## config.mk

```make
export PLATFORM = sky130hd
export DESIGN_NAME = tdm_mux_8ch_flat
export DESIGN_NICKNAME = d
export VERILOG_FILES = /design/src/rtl/tdm_mux_8ch_if.sv /design/src/rtl/tdm_mux_8ch.sv /design/src/flat_wrapper.sv
export SDC_FILE = /design/constraint.sdc
export NUM_CORES = 1
export LEC_CHECK = 0
export CAP_MARGIN = 40
export CORE_MARGIN = 2
export CORE_UTILIZATION = 30
export DETAILED_ROUTE_END_ITERATION = 16
export GPL_ROUTABILITY_DRIVEN = 0
export PLACE_DENSITY = 0.68
export SLEW_MARGIN = 10
export SYNTH_ARGS = -nofsm -noshare
export SYNTH_HDL_FRONTEND = slang
export SYNTH_SLANG_ARGS = --single-unit
export TNS_END_PERCENT = 50
```

## constraint.sdc

```tcl
create_clock -name clk -period 4.7 [get_ports clk]
set_clock_uncertainty 0.1 [all_clocks]
set_input_delay 0.94 -clock clk [delete_from_list [all_inputs] [get_ports clk]]
set_output_delay 0.94 -clock clk [all_outputs]
set_load 0.02 [all_outputs]
```

## src/rtl/tdm_mux_8ch_if.sv

```systemverilog
// Bundle of the eight valid/ready input channels and the single muxed output stream of tdm_mux_8ch.
// master drives the channel inputs and out_ready. slave is the multiplexer side.
interface tdm_mux_8ch_if #(
  parameter int DATA_W = 8
);
  logic [8*DATA_W-1:0] in_data;
  logic [7:0]          in_valid;
  logic [7:0]          in_ready;
  logic [DATA_W-1:0]   out_data;
  logic [2:0]          out_sel;
  logic                out_valid;
  logic                out_ready;

  modport master (
    output in_data, in_valid, out_ready,
    input  in_ready, out_data, out_sel, out_valid
  );

  modport slave (
    input  in_data, in_valid, out_ready,
    output in_ready, out_data, out_sel, out_valid
  );
endinterface

```

## src/rtl/tdm_mux_8ch.sv

```systemverilog
// 8-to-1 TDM multiplexer: round-robin grant into a one-entry output register tagged with a 3-bit channel select.
// Build macro TDM_FIXED_SLOT_EN swaps the round-robin search for a fixed rotating slot that may emit bubbles.
module tdm_mux_8ch #(
  parameter int DATA_W = 8
) (
  input  logic         clk,
  input  logic         rst,
  tdm_mux_8ch_if.slave bus
);
  typedef enum logic {
    EMPTY = 1'b0,
    FULL  = 1'b1
  } state_t;

  state_t            state;
  state_t            state_nxt;
  logic [DATA_W-1:0] data_q;
  logic [2:0]        sel_q;
  logic [2:0]        gnt;
  logic              gnt_found;
  logic [DATA_W-1:0] gnt_word;
  logic              cap;
  logic              take;
  logic              drain;

`ifdef TDM_FIXED_SLOT_EN
  logic [2:0] slot;
`else
  logic [2:0] last;
  logic [2:0] idx;
`endif

  // Holding off capacity during reset keeps in_ready low and stops anything being accepted.
  assign cap   = !rst && ((state == EMPTY) || bus.out_ready);
  assign drain = (state == FULL) && bus.out_ready;
  assign take  = gnt_found && cap;

  // NOTE: every signal written in an always_comb gets a default first, so no path can infer a latch.
  always_comb begin
    gnt       = '0;
    gnt_found = 1'b0;
`ifdef TDM_FIXED_SLOT_EN
    gnt       = slot;
    gnt_found = bus.in_valid[slot];
`else
    idx = '0;
    for (int i = 1; i <= 8; i++) begin
      idx = 3'(last + 3'(i));
      if (!gnt_found && bus.in_valid[idx]) begin
        gnt       = idx;
        gnt_found = 1'b1;
      end
    end
`endif
  end

  assign gnt_word = bus.in_data[int'(gnt)*DATA_W +: DATA_W];

  always_comb begin
    bus.in_ready = '0;
    if (take) bus.in_ready[gnt] = 1'b1;
  end

  always_comb begin
    state_nxt = state;
    case (state)
      EMPTY:   if (take) state_nxt = FULL;
      FULL:    if (drain && !take) state_nxt = EMPTY;
      default: state_nxt = EMPTY;
    endcase
  end

  // NOTE: registers are updated with non-blocking assignments so each one samples pre-edge values.
  always_ff @(posedge clk) begin
    if (rst) begin
      state  <= EMPTY;
      data_q <= '0;
      sel_q  <= '0;
`ifdef TDM_FIXED_SLOT_EN
      slot   <= '0;
`else
      last   <= 3'd7;
`endif
    end else begin
      state <= state_nxt;
      if (take) begin
        data_q <= gnt_word;
        sel_q  <= gnt;
      end
`ifdef TDM_FIXED_SLOT_EN
      // The slot rotates whenever the output could take a word, valid or not.
      if (cap) slot <= slot + 3'd1;
`else
      if (take) last <= gnt;
`endif
    end
  end

  assign bus.out_valid = (state == FULL);
  assign bus.out_data  = data_q;
  assign bus.out_sel   = sel_q;
endmodule

```

## src/flat_wrapper.sv

```systemverilog
// flat-port wrapper written by rule: the top's interface ports become plain ports
module tdm_mux_8ch_flat 
#(
  parameter int DATA_W = 8
)
  (clk, rst, bus_in_data, bus_in_valid, bus_out_ready, bus_in_ready, bus_out_data, bus_out_sel, bus_out_valid);
  tdm_mux_8ch_if #(.DATA_W(DATA_W)) bus_i ();
  input  logic clk;
  input  logic rst;
  input wire logic [$bits(bus_i.in_data)-1:0] bus_in_data;
  input wire logic [$bits(bus_i.in_valid)-1:0] bus_in_valid;
  input wire logic [$bits(bus_i.out_ready)-1:0] bus_out_ready;
  output wire logic [$bits(bus_i.in_ready)-1:0] bus_in_ready;
  output wire logic [$bits(bus_i.out_data)-1:0] bus_out_data;
  output wire logic [$bits(bus_i.out_sel)-1:0] bus_out_sel;
  output wire logic [$bits(bus_i.out_valid)-1:0] bus_out_valid;
  assign bus_i.in_data = bus_in_data;
  assign bus_i.in_valid = bus_in_valid;
  assign bus_i.out_ready = bus_out_ready;
  assign bus_in_ready = bus_i.in_ready;
  assign bus_out_data = bus_i.out_data;
  assign bus_out_sel = bus_i.out_sel;
  assign bus_out_valid = bus_i.out_valid;
  tdm_mux_8ch #(.DATA_W(DATA_W)) u_core (.clk(clk), .rst(rst), .bus(bus_i));
endmodule
```

==> impl.org <==
** Run status
- Outcome :: complete, no violations

** Synthesis
- Dividing the synthesized area by the synthesized cell count gives 8.938 um^2.
- FFs w/ async S/R, synth :: 0%
- Yosys cell types :: 55
- Post-synthesis instance total :: 251
- Proportion of synthesized chip area in sequential cells :: 13.39%
- Synthesis produced a netlist with a net count of 328.
- The synthesized design contains 0 enable-type register cells.
- Mapped Area :: 0.002243 mm^2
- Number of synthesized register bits :: 15
- Syn. warnings :: 0
- Main flop type after synthesis :: sky130_fd_sc_hd__dfxtp_1

** Min path
- Hold worst-path end :: u_core.bus.out_sel[2]
- Hold WC Path Type :: register to register
- Worst min-delay path startpoint :: u_core.bus.out_sel[2]
- Number of instances on the worst hold path :: 2

** Setup path
- Type of the worst setup path :: input port to output port
- Data required time of the critical path :: 3.66 ns
- Crit path launch type :: input port
- For flop-to-flop paths, the worst setup slack is 0.99 ns.
- The worst register-to-register path has a depth of 14.
- Data arrives at the worst endpoint at 3.54 ns.
- Along the worst path, the maximum fanout reaches 5.
- Origin of the critical flop-to-flop path :: u_core.last[0]
- Critical Path Slowest Stage Cell :: sky130_fd_sc_hd__mux4_2
- Most Frequent Cell on Critical Path :: sky130_fd_sc_hd__buf_4
- The critical path goes through dlygate4sd2_1 -> buf_4 -> mux4_2 -> mux2i_1 -> buf_4 -> buf_4 -> o21ai_0 -> a22o_1 -> or3_1 -> nor2_1 -> clkdlybuf4s15_2.
- R2r endpoint :: u_core.bus.out_data[1]
- In this design, the stage delay of the slowest critical-path cell is 0.58 ns.
- STA classifies the critical path endpoint as an output port.

** Power and ir drop
- Per report_power, the clock group accounts for 3.3% of the total.
- Switching power of the nets :: 1465 uW
- Gate power share :: 89.8%
- Net switching is 45.47% of the power.
- Across the VDD grid, the largest voltage drop is 0.3161 mV.
- In this run the power density over the cells is 884.1 mW/mm^2.
- Leakage power total :: 0.001576 uW
- Sequential cells account for 6.9% of the total power.
- Internal power comes to 1757 uW.
- The completed layout was analyzed and its total power is 3222 uW.

** Clock network
- TritonCTS built the clock tree.
- Clock insertion delay at the later pin of the skew report :: 0.25 ns
- Maximum clock path buffer count :: 2
- Buffers inserted to repair hold after CTS numbered 0.
- Number of buffers created by CTS :: 3
- CTS saw 15 sinks.
- Clock transition at the register clock pins on the worst setup and hold paths after CTS :: 0.06 ns
- Clock Tree Root :: sky130_fd_sc_hd__clkbuf_8
- In this run the number of H-tree levels came out at 1.

** Run
- Across the run, the number of max-cap violations was 0.

** STA
- Minimum period implied by the final worst setup slack :: 4.578 ns
- Measured against its own limit, the worst slew margin works out to 75.46%.
- The final hold violation count was 0.
- Total setup violations reported at the end of the flow :: 0
- In the finished design, the share of the clock period the worst path needs comes to 97.40%.
- Unrepaired setup endpoints after global routing :: no
- Total negative slack for setup checks :: 0 ns
- Measured slew at the worst slew-check pin :: 0.3659 ns
- The number of max-slew violations in the final report was 0.
- For this run, the top clock speed supported by timing is 0.2184 GHz.

** GRT
- First-pass GRT wire length :: 12220 um
- The via count of the first global-routing pass came to 2401.
- Global router's overall resource usage :: 18.02%
- Summed over all layers, the global routing overflow is 0.
- Number of antenna violations at the first check in global routing :: 0
- Entering global routing, the biggest net connects 19 pins.

** Route
- The first detailed-routing pass ran for 4 iterations.
- After detailed routing, the number of vias per cell comes to 5.171.
- Total routed wirelength :: 7580 um
- Avg WL per Cell :: 15.63 um
- After the first detailed-routing iteration, the DRC count stood at 133.
- In this run the remaining antenna-violating nets after routing total 0.
- Count of vias placed by the detailed router :: 2508
- After detailed routing, the number of remaining DRC violations is 0.

** Cells and area
- The sequential cells in the finished layout cover a total of 300.3 um^2.
- Count of antenna diodes in the layout :: 0
- From synthesis to final layout, the design area changed by 62.47%.
- Number of fillers in the final layout :: 704
- The post-route netlist has 28.24% of its cells at a drive strength greater than 1.
- Leaving out fill and tap cells, the most frequent cell in the layout is sky130_fd_sc_hd__clkdlybuf4s50_1.
- For this run, the share of the core covered by cells in the final layout is 50.25%.
- Final net count :: 464
- Leading cell types in the layout, fill and taps excluded :: sky130_fd_sc_hd__clkdlybuf4s50_1 (78), sky130_fd_sc_hd__buf_4 (54), sky130_fd_sc_hd__mux2i_1 (45)
- Summing all multi-input logic gate instances after layout gives 0.001795 mm^2.
- Area of all placed cells without fillers :: 0.003645 mm^2

** Placement
- The count of buffers added on input and output ports is 94.
- Summed over all nets, the half-perimeter wirelength after detailed placement is 6153 um.
- Once placement finished, the instance area stood at 0.003550 mm^2.

** Floorplanning
- Top-level port count :: 95
- The die is 90.48 um wide.
- For this configuration, the core starts out at a cell density of 30.93%.
- Row generation in the floorplan step produced 31 rows.
- Die Span Y :: 90.48 um
- Die ar. :: 0.008186 mm^2
- In this run the standard cell core region covers 0.007253 mm^2.
[through the flow]
stage               instances  setup slack, ns  hold WS (ns)
finish                    485           0.1222        0.3784
global placement          477          -0.5046        0.3604
CTS                       482           0.1235        0.3799
floorplan                 251           0.1889        0.4455
detailed placement        477          -0.5383        0.3701
global route              485         0.006039        0.4058
[logic make-up after synthesis]
| logic type | after synthesis | share of synthesized area, % |
|---|---|---|
| and+or+nand+nor | 79 | 18.63 |
| muxes | 69 | 38.32 |
| AOI/OAI and AO/OA | 58 | 19.41 |
| buffers and inverters | 26 | 8.366 |
| DFF | 15 | 13.39 |
| xor gates and xnor gates | 2 | 0.7810 |
| adders and majority gates | 2 | 1.115 |
[per-layer routing]
metal  track usage (%)  vias to the layer above  part of all wire [%]
met2             31.65                       56                    53
li1                  -                     1240                     -
met1             23.22                     1206                    42
met3             3.005                        6                   4.1
met4             3.590                        0                   1.1
met5                 0                        -                     0
[state kept, by name, summed over array words and instances (netlist names)]
name	flops
u_core.bus.out_data	8
u_core.bus.out_sel	3
u_core.last	3
u_core.bus.out_valid	1
[worst max path at each step]
| stage | start | endpoint | slack (ns) | cells past startpoint |
|---|---|---|---|---|
| 2_1_floorplan | u_core.last[1] | bus_in_ready[6] | 0.19 | 15 |
| 3_3_place_gp | bus_in_valid[0] | bus_in_ready[6] | -0.50 | 10 |
| 3_5_place_dp | bus_in_valid[0] | bus_in_ready[6] | -0.54 | 10 |
| 4_1_cts | bus_in_valid[0] | bus_in_ready[2] | 0.12 | 10 |
| 5_1_grt | bus_in_valid[7] | bus_in_ready[5] | 0.006 | 11 |
| 6_report | bus_in_valid[5] | bus_in_ready[2] | 0.12 | 11 |
[cells in the mapped netlist (3+ instances only)]
cell type,instances,area share (%)
sky130_fd_sc_hd__o2bb2ai_1,5,2.0
sky130_fd_sc_hd__buf_6,5,2.5
sky130_fd_sc_hd__nand3_1,6,1.3
sky130_fd_sc_hd__nand2b_1,6,1.7
sky130_fd_sc_hd__buf_4,4,1.3
sky130_fd_sc_hd__nand2_1,17,2.8
sky130_fd_sc_hd__a211oi_1,4,1.3
sky130_fd_sc_hd__a21oi_1,8,1.8
sky130_fd_sc_hd__buf_2,4,0.89
sky130_fd_sc_hd__and3_1,7,2.0
sky130_fd_sc_hd__nor2b_1,7,2.0
sky130_fd_sc_hd__nor2_1,18,3.0
sky130_fd_sc_hd__o21ai_0,8,1.8
sky130_fd_sc_hd__o22ai_1,5,1.4
sky130_fd_sc_hd__a221o_1,3,1.3
sky130_fd_sc_hd__and2_1,3,0.84
sky130_fd_sc_hd__mux2_2,9,4.5
sky130_fd_sc_hd__mux2i_1,46,21
sky130_fd_sc_hd__a211o_1,6,2.3
sky130_fd_sc_hd__mux4_2,12,12
sky130_fd_sc_hd__inv_1,5,0.84
sky130_fd_sc_hd__clkbuf_1,4,0.67
sky130_fd_sc_hd__dfxtp_1,15,13
[timing repair]
action,4_1_cts,5_1_grt
pin swaps,2,3
buffers inserted,1,3
endpoints found under the hold margin,0,0
endpoints found under the setup margin,8,6
resized for setup,37,13
[power by group through the flow]
stage | Clock, uW | Sequential, uW | Combinational (uW)
after floorplan | 0 | 259 | 1980
after global placement | 0 | 226 | 2740
after detailed placement | 0 | 226 | 2760
after CTS | 110 | 223 | 2810
after global routing | 117 | 231 | 3120
final | 107 | 223 | 2890
[worst max-delay path, delay by kind of cell]
family                 cells  cell delay [ns]
buffers and inverters      5             0.96
muxes                      2             0.83
and+or+nand+nor            2             0.48
AOI/OAI and AO/OA          2             0.31
[final cells by class]
type                            count  share of cell area, %
Clock buffer                        4                  1.236
Inverter                            7                 0.7209
Multi-Input combinational cell    210                  49.26
Sequential cell                    15                  8.239
Tap cell                           99                  3.399
Timing Repair Buffer              150                  37.14
Note: power is estimated with default switching activity, not from simulation.
